==> src/rtl/fpu_arbiter.sv <==
// Two-requester arbiter in front of a shared combinational FPU, with per-opcode latency.
// Define FPU_ARB_FIXED_PRIORITY_EN to make requester 0 win every tie instead of round-robin.
module fpu_arbiter #(
  parameter int unsigned BASE_CYCLES = 1,
  parameter int unsigned FMA_CYCLES  = 2,
  parameter int unsigned DIV_CYCLES  = 4
) (
  input  logic        CLK,
  input  logic        RESET_N,
  input  logic        REQ0_VALID,
  output logic        REQ0_READY,
  input  logic [31:0] REQ0_DATA1,
  input  logic [31:0] REQ0_DATA2,
  input  logic [31:0] REQ0_DATA3,
  input  logic [4:0]  REQ0_SELECT,
  input  logic        REQ1_VALID,
  output logic        REQ1_READY,
  input  logic [31:0] REQ1_DATA1,
  input  logic [31:0] REQ1_DATA2,
  input  logic [31:0] REQ1_DATA3,
  input  logic [4:0]  REQ1_SELECT,
  output logic [31:0] FPU_DATA1,
  output logic [31:0] FPU_DATA2,
  output logic [31:0] FPU_DATA3,
  output logic [4:0]  FPU_SELECT,
  input  logic [31:0] FPU_RESULT,
  output logic        RESP_VALID,
  input  logic        RESP_READY,
  output logic        RESP_ID,
  output logic [31:0] RESP_RESULT,
  output logic        BUSY
);

  typedef enum logic [1:0] {StIdle, StExec, StResp} state_e;

  state_e      state_q, state_d;
  logic [3:0]  cnt_q, cnt_d;
  logic        owner_q, owner_d;
  logic [31:0] fpu_data1_q, fpu_data1_d;
  logic [31:0] fpu_data2_q, fpu_data2_d;
  logic [31:0] fpu_data3_q, fpu_data3_d;
  logic [4:0]  fpu_select_q, fpu_select_d;
  logic        resp_valid_q, resp_valid_d;
  logic [31:0] resp_result_q, resp_result_d;

  logic        grant_valid;
  logic        grant_id;
  logic        accept;
  logic [31:0] gnt_data1, gnt_data2, gnt_data3;
  logic [4:0]  gnt_select;

  // Execute cycles minus one, so a count of zero means "capture on the next edge".
  function automatic logic [3:0] lat_minus1(input logic [4:0] sel);
    logic [3:0] res;
    if (sel == 5'b00100) begin
      res = 4'(DIV_CYCLES - 1);
    end else if (sel >= 5'b01110 && sel <= 5'b10001) begin
      res = 4'(FMA_CYCLES - 1);
    end else begin
      res = 4'(BASE_CYCLES - 1);
    end
    return res;
  endfunction

  assign grant_valid = REQ0_VALID | REQ1_VALID;
  assign accept      = (state_q == StIdle) & grant_valid;

`ifdef FPU_ARB_FIXED_PRIORITY_EN
  assign grant_id = ~REQ0_VALID;
`else
  logic ptr_q, ptr_d;

  assign grant_id = (REQ0_VALID & REQ1_VALID) ? ptr_q : ~REQ0_VALID;

  always_comb begin
    ptr_d = ptr_q;
    if (accept) begin
      ptr_d = ~grant_id;
    end
  end

  always_ff @(posedge CLK or negedge RESET_N) begin
    if (!RESET_N) begin
      ptr_q <= 1'b0;
    end else begin
      ptr_q <= ptr_d;
    end
  end
`endif

  assign gnt_data1  = grant_id ? REQ1_DATA1  : REQ0_DATA1;
  assign gnt_data2  = grant_id ? REQ1_DATA2  : REQ0_DATA2;
  assign gnt_data3  = grant_id ? REQ1_DATA3  : REQ0_DATA3;
  assign gnt_select = grant_id ? REQ1_SELECT : REQ0_SELECT;

  assign REQ0_READY = accept & ~grant_id;
  assign REQ1_READY = accept & grant_id;

  always_comb begin
    state_d       = state_q;
    cnt_d         = cnt_q;
    owner_d       = owner_q;
    fpu_data1_d   = fpu_data1_q;
    fpu_data2_d   = fpu_data2_q;
    fpu_data3_d   = fpu_data3_q;
    fpu_select_d  = fpu_select_q;
    resp_valid_d  = resp_valid_q;
    resp_result_d = resp_result_q;
    case (state_q)
      StIdle: begin
        if (grant_valid) begin
          fpu_data1_d  = gnt_data1;
          fpu_data2_d  = gnt_data2;
          fpu_data3_d  = gnt_data3;
          fpu_select_d = gnt_select;
          owner_d      = grant_id;
          cnt_d        = lat_minus1(gnt_select);
          state_d      = StExec;
        end
      end
      StExec: begin
        if (cnt_q != 4'd0) begin
          cnt_d = cnt_q - 4'd1;
        end else begin
          resp_result_d = FPU_RESULT;
          resp_valid_d  = 1'b1;
          state_d       = StResp;
        end
      end
      StResp: begin
        // Returning to idle here (not accepting) leaves one idle cycle between operations.
        if (RESP_READY) begin
          resp_valid_d = 1'b0;
          state_d      = StIdle;
        end
      end
      default: begin
        state_d = StIdle;
      end
    endcase
  end

  always_ff @(posedge CLK or negedge RESET_N) begin
    if (!RESET_N) begin
      state_q       <= StIdle;
      cnt_q         <= 4'd0;
      owner_q       <= 1'b0;
      fpu_data1_q   <= 32'd0;
      fpu_data2_q   <= 32'd0;
      fpu_data3_q   <= 32'd0;
      fpu_select_q  <= 5'd0;
      resp_valid_q  <= 1'b0;
      resp_result_q <= 32'd0;
    end else begin
      state_q       <= state_d;
      cnt_q         <= cnt_d;
      owner_q       <= owner_d;
      fpu_data1_q   <= fpu_data1_d;
      fpu_data2_q   <= fpu_data2_d;
      fpu_data3_q   <= fpu_data3_d;
      fpu_select_q  <= fpu_select_d;
      resp_valid_q  <= resp_valid_d;
      resp_result_q <= resp_result_d;
    end
  end

  assign FPU_DATA1   = fpu_data1_q;
  assign FPU_DATA2   = fpu_data2_q;
  assign FPU_DATA3   = fpu_data3_q;
  assign FPU_SELECT  = fpu_select_q;
  assign RESP_VALID  = resp_valid_q;
  assign RESP_ID     = owner_q;
  assign RESP_RESULT = resp_result_q;
  assign BUSY        = (state_q != StIdle);

endmodule

==> config.mk <==
export PLATFORM = sky130hd
export DESIGN_NAME = fpu_arbiter
export DESIGN_NICKNAME = d
export VERILOG_FILES = /design/src/rtl/fpu_arbiter.sv
export SDC_FILE = /design/constraint.sdc
export NUM_CORES = 1
export LEC_CHECK = 0
export ABC_AREA = 1
export CAP_MARGIN = 0
export CORE_AREA = 2 2 144 146
export CTS_BUF_LIST = sky130_fd_sc_hd__clkbuf_8 sky130_fd_sc_hd__clkbuf_16
export CTS_CLUSTER_DIAMETER = 30
export DETAILED_ROUTE_END_ITERATION = 8
export DIE_AREA = 0 0 146 148
export PLACE_DENSITY = 0.67
export RECOVER_POWER = 50
export SYNTH_ARGS = -nofsm -noshare
export SYNTH_HDL_FRONTEND = slang
export SYNTH_SLANG_ARGS = --single-unit
==> constraint.sdc <==
create_clock -name CLK -period 2.8 [get_ports CLK]
set_input_delay 0.42 -clock CLK [delete_from_list [all_inputs] [get_ports CLK]]
set_output_delay 0.42 -clock CLK [all_outputs]
set_load 0.01 [all_outputs]
# Word-level counts from Yosys, hierarchy flattened
# Index checks and enable logic that the tools add are counted.
dict set report totals {
  ff_bits 142
  inputBits 239
  output_inout_bits 138
  word_cells 56
}
dict set report op_classes {
  addsub 1
  magnitude_cmp 2
  eq_ne 7
  muxes 17
  n_bitwise 8
  reduce_logical 11
}
# operator count
set op_table {}
lappend op_table {{2-to-1 mux 32 bit} 3}
lappend op_table {{AND reduction 3 bit} 3}
lappend op_table {{2-to-1 mux 2 bit} 4}
lappend op_table {{2-to-1 mux 4 bit} 2}
lappend op_table {{inequality test 2 bit (second input constant)} 4}
lappend op_table {{one-hot mux 4 bit (2 select lines)} 1}
lappend op_table {{one-hot mux 2 bit (3 select lines)} 1}
lappend op_table {{nonzero test 2 bit} 3}
lappend op_table {{equality test 5 x 3 -> 1 bit (second input constant)} 1}
lappend op_table {{greater-or-equal comparator 5 x 4 -> 1 bit (second input constant)} 1}
lappend op_table {{less-or-equal comparator 5 bit (second input constant)} 1}
lappend op_table {{2-to-1 mux 5 bit} 1}
lappend op_table {{bitwise AND 1 bit} 4}
lappend op_table {{2-to-1 mux 1 bit} 4}
lappend op_table {{AND reduction 2 bit} 2}
lappend op_table {{nonzero test 4 bit} 1}
lappend op_table {{subtractor 4 x 1 -> 4 bit (second input constant)} 1}
lappend op_table {{NOT 1 bit} 3}
lappend op_table {{equality test 2 x 1 -> 1 bit (second input constant)} 1}
lappend op_table {{equality test 2 bit (second input constant)} 1}
lappend op_table {{zero test 2 bit} 1}
lappend op_table {{one-hot mux 1 bit (2 select lines)} 1}
lappend op_table {{logical AND 1 bit} 1}
lappend op_table {{OR 1 bit} 1}

# Depth between registers and ports, before layout
dict set report logic_depth {
  depth_word 9
  ltp_mapped 11
  depth_no_buf 11
}

# Worst setup path before layout
# OpenSTA, ideal clock, no wires.
dict set report synth_timing {
  path_kind {input port to output port}
  startpoint {input REQ0_VALID}
  endpoint {output REQ1_READY}
  arrival_time_ns 1.046
  required_time_ns 2.380
  path_slack_ns 1.334
  cell_stages 6
  path_buffers 2
  cell_sequence {buf_6 -> nor2_2 -> nor2_4 -> nand2_2 -> inv_2 -> buf_2}
}
dict set report synth_between {
  elab_chain_cells 3
  word_cells_on_any_way 6
  classes_between {1 x mux; 5 x bitwise}
}
# element line
set synth_lines {}
lappend synth_lines {{start: declaration} 10} ;# input logic REQ0_VALID,
lappend synth_lines {{OR 1 bit (tied with other cells)} 65} ;# assign grant_valid = REQ0_VALID | REQ1_VALID;
lappend synth_lines {{bitwise AND 1 bit / 2-to-1 mux 1 bit (equally long branches)} {66, 73}}
lappend synth_lines {{bitwise AND 1 bit *} 97} ;# assign REQ1_READY = accept & grant_id;
lappend synth_lines {{end: declaration} 17} ;# output logic REQ1_READY,
# Mark *: on every way between the ends. The rest lies on a longest branch, timed or not.

# Worst setup path in the final report
# Same ends and word-level chain as after synthesis.

==> summary.txt <==
Final layout
  – Share of layout cells above drive strength 1: 7.692%
  – Synth-to-Final Area Change: 72.64%
  – Final Cell Area: 10820 um2
  – Antenna cell count: 0
  – Layout Cells excl Fill: roughly 1300
  – Final Core Density: between 50 and 60%
  – Count of nets after finishing: 1294

STA
  – Final min period: between 2 and 3 ns
  – Max-slew violation count: roughly 60
  – Rel. slew slack: -1.895%
  – Worst Tran Pin Value: 1.528 ns
  – Period utilization: 93.02%
  – Clk_skew: 0.009058 ns
  – Peak Freq: around 380 MHz
  – RSZ-0062 raised after global routing: false
  – Hold Fails Final Rpt: 0
  – Finish-stage setup viols: 0
  – Final TNS setup: 0 ns

Synth
  – Ys async rst share: between 90% and 100%
  – Syn nets: 927
  – Syn avg cell area: approximately 9.1 um2
  – Top-count cell post-synth: nand2_1
  – Synth cell types: 25
  – Synth top area share: 56.68%
  – Syn. warnings: 0
  – Sequential fraction of the synthesis area: 56.68%
  – Post-synth EDFFs: 0
  – Most used DFF post-synth: dfrtp_1
  – FF+latch count, synth: around 140
  – Synth Cell Area: between 6000 and 7000 um2
  – Synth area leader: dfrtp_1
  – Synth cell count leaders: nand2_1, dfrtp_1, nand3_1
  – Largest cells by area after synthesis: dfrtp_1, nand2_1, nand3_1
  – Synthesized instance count: ~700

Outcome
  – Failing checks: capacitance limit, slew limit
  – Outcome: finished, violations left

Power and ir drop
  – Peak VDD IR: around 0.00048 V
  – Leak: 4.917 nW
  – Cell Pwr Density: 1073 nW/um2
  – Total chip power: 0.01162 W

Global route
  – Initial antenna violation count: 0
  – Global-route wire length before repair: 33490 um
  – GRT Residual Overflow: 0
  – GRT Total Usage: 19.86%
  – Largest net degree at the start of global routing: between 90 and 100
  – Vias in the first global route: 6070

Die
  – Initial core utilization: 31.29%
  – Die height: approximately 150 um
  – IO Pins: 377
  – Full die area: between 20000 and 25000 um2
  – Die W: roughly 150 um
  – Placeable Area: roughly 20000 um2
  – Row cnt: 52

Hold path
  – Hold Path Class: register to register
  – HP Start: RESP_ID

Run
  – MaxCap Viol Count: 1

Route
  – DRT iter0 DRCs: about 280
  – DR WL/cell: 16.08 um
  – Final ANT Viol Nets: 0
  – Via count: approximately 6000
  – Total wire length: 21480 um
  – DRC errors left: 0
  – Post-DR vias/cell: 4.471
  – First drt pass iteration count: 4

Critical path
  – CP endpoint kind: output port
  – CP required: 2.38 ns
  – Worst reg2reg startpoint: cnt_q[0]
  – CP Launch Type: input port
  – Critical Path AT: 2.18 ns
  – Critical Path Source: REQ0_VALID
  – Crit path max fanout: 7
  – Setup CP Type: input port to output port

Clock tree
  – CTS tree: built
  – Clock Sink Count: 142
  – Clock root buffer: clkbuf_16
  – Num CTS Buffers: 17
  – Clock-pin slew on the worst setup and hold paths: roughly 0.06 ns
  – H-tree lvl count: 4
  – Clk Latency, worst-skew pair: between 0.4 and 0.5 ns
  – Clk buf depth: 2

Placement
  – Gpl congestion: approximately 0.8
  – Placed instance area: 10250 um2
  – DP Cell Count: between 1000 and 1500
  – Port buffer count: 376
  – Detailed Place HPWL: between 15000 and 20000 um
[state kept, by name (all words and copies together) (netlist names)]
register,cells
RESP_RESULT,32
FPU_DATA2,32
FPU_SELECT,5
cnt_q,4
RESP_VALID,1
FPU_DATA1,32
state_q,2
ptr_q,1
FPU_DATA3,32
RESP_ID,1
[logic make-up after synthesis]
kind of cell | share of synthesized area (%)
fa+ha+maj | 0.3991
compound gates | 0.7782
xor+xnor | 0.2794
simple gates | 29.50
buf+inv | 4.949
flops | 56.68
mux | 7.424
[worst paths after layout]
kind	end	slack [ns]	cells after the start
worst max-delay path	REQ1_READY	0.20	6
worst min register to register	RESP_ID	0.47	2
min in group asynchronous	FPU_SELECT[2]	0.92	2
worst min-delay path	RESP_ID	0.47	2
worst max register to register	RESP_RESULT[20]	0.43	4
max in group asynchronous	RESP_RESULT[20]	0.58	3
[through the flow]
stage	setup WS [ns]	hold slack, ns
floorplan	1.334	0.1244
global placement	0.3181	0.4383
detailed placement	0.3071	0.4357
CTS	0.3017	0.4746
global route	0.1243	0.4872
finish	0.1954	0.4681
[cell type report]
class                           count  area (um2)
Clock buffer                       18       439.2
Clock inverter                     14       180.2
Fill cell                        1856        9215
Inverter                           18       68.82
Multi-Input combinational cell    490        2394
Sequential cell                   142        3553
Tap cell                          270       337.8
Timing Repair Buffer              384        3851
[per-layer routing]
metal / global-route usage, % / share of wire (%) / up-vias / wire length (um)
li1: - / - / 2931 / -
met1: 24.27 / 41 / 2762 / 8707
met2: 32.97 / 50 / 245 / 10760
met3: 6.543 / 7.1 / 35 / 1531
met4: 7.233 / 2.2 / 0 / 483
met5: 0 / 0 / - / 0
[placed cells by master, fill, tap and decap left out]
cell type / Yosys / layout
nand2_1: 322 / 323
clkbuf_4: 0 / 1
dfrtp_1: 142 / 142
nor2_1: 10 / 11
o21ai_0: 5 / 6
nand2_2: 4 / 3
nand3_2: 0 / 1
o22ai_1: 1 / 1
inv_1: 13 / 15
inv_6: 0 / 4
dlygate4sd3_1: 0 / 39
nand2_4: 1 / 1
buf_12: 0 / 3
inv_2: 5 / 2
o31ai_1: 1 / 1
mux2_4: 28 / 28
nand3_1: 104 / 104
clkbuf_8: 0 / 1
clkbuf_2: 0 / 4
clkbuf_16: 0 / 17
clkinv_4: 0 / 3
clkinvlp_4: 0 / 1
clkinv_2: 0 / 3
inv_8: 0 / 1
a21oi_1: 1 / 1
clkdlybuf4s50_1: 0 / 337
xor2_1: 1 / 1
mux2_2: 4 / 4
nor2_4: 2 / 2
ha_1: 2 / 2
xnor2_1: 1 / 1
bufinv_16: 0 / 3
[power breakdown]
| part | leakage, nW | switching (W) | total [W] | internal [W] |
|---|---|---|---|---|
| clock network | 0.304 | 0.000951 | 0.00240 | 0.00144 |
| registers | 1.71 | 0.000554 | 0.00365 | 0.00310 |
| logic | 2.90 | 0.00257 | 0.00557 | 0.00300 |
[worst max-delay path, stage by stage]
cell	delay (ns)
dlygate4sd3_1	0.70
nor2_1	0.12
nor2_4	0.16
nand2_1	0.09
inv_1	0.07
clkdlybuf4s50_1	0.62
[timing repair]
| item | in CTS | in global routing |
|---|---|---|
| buffers inserted | 0 | 0 |
| endpoints found under the hold margin | 40 | 0 |
| gates resized for setup | 0 | 0 |
| hold buffers | 1 | 0 |
No activity file was read; power rests on OpenSTA's default activity.
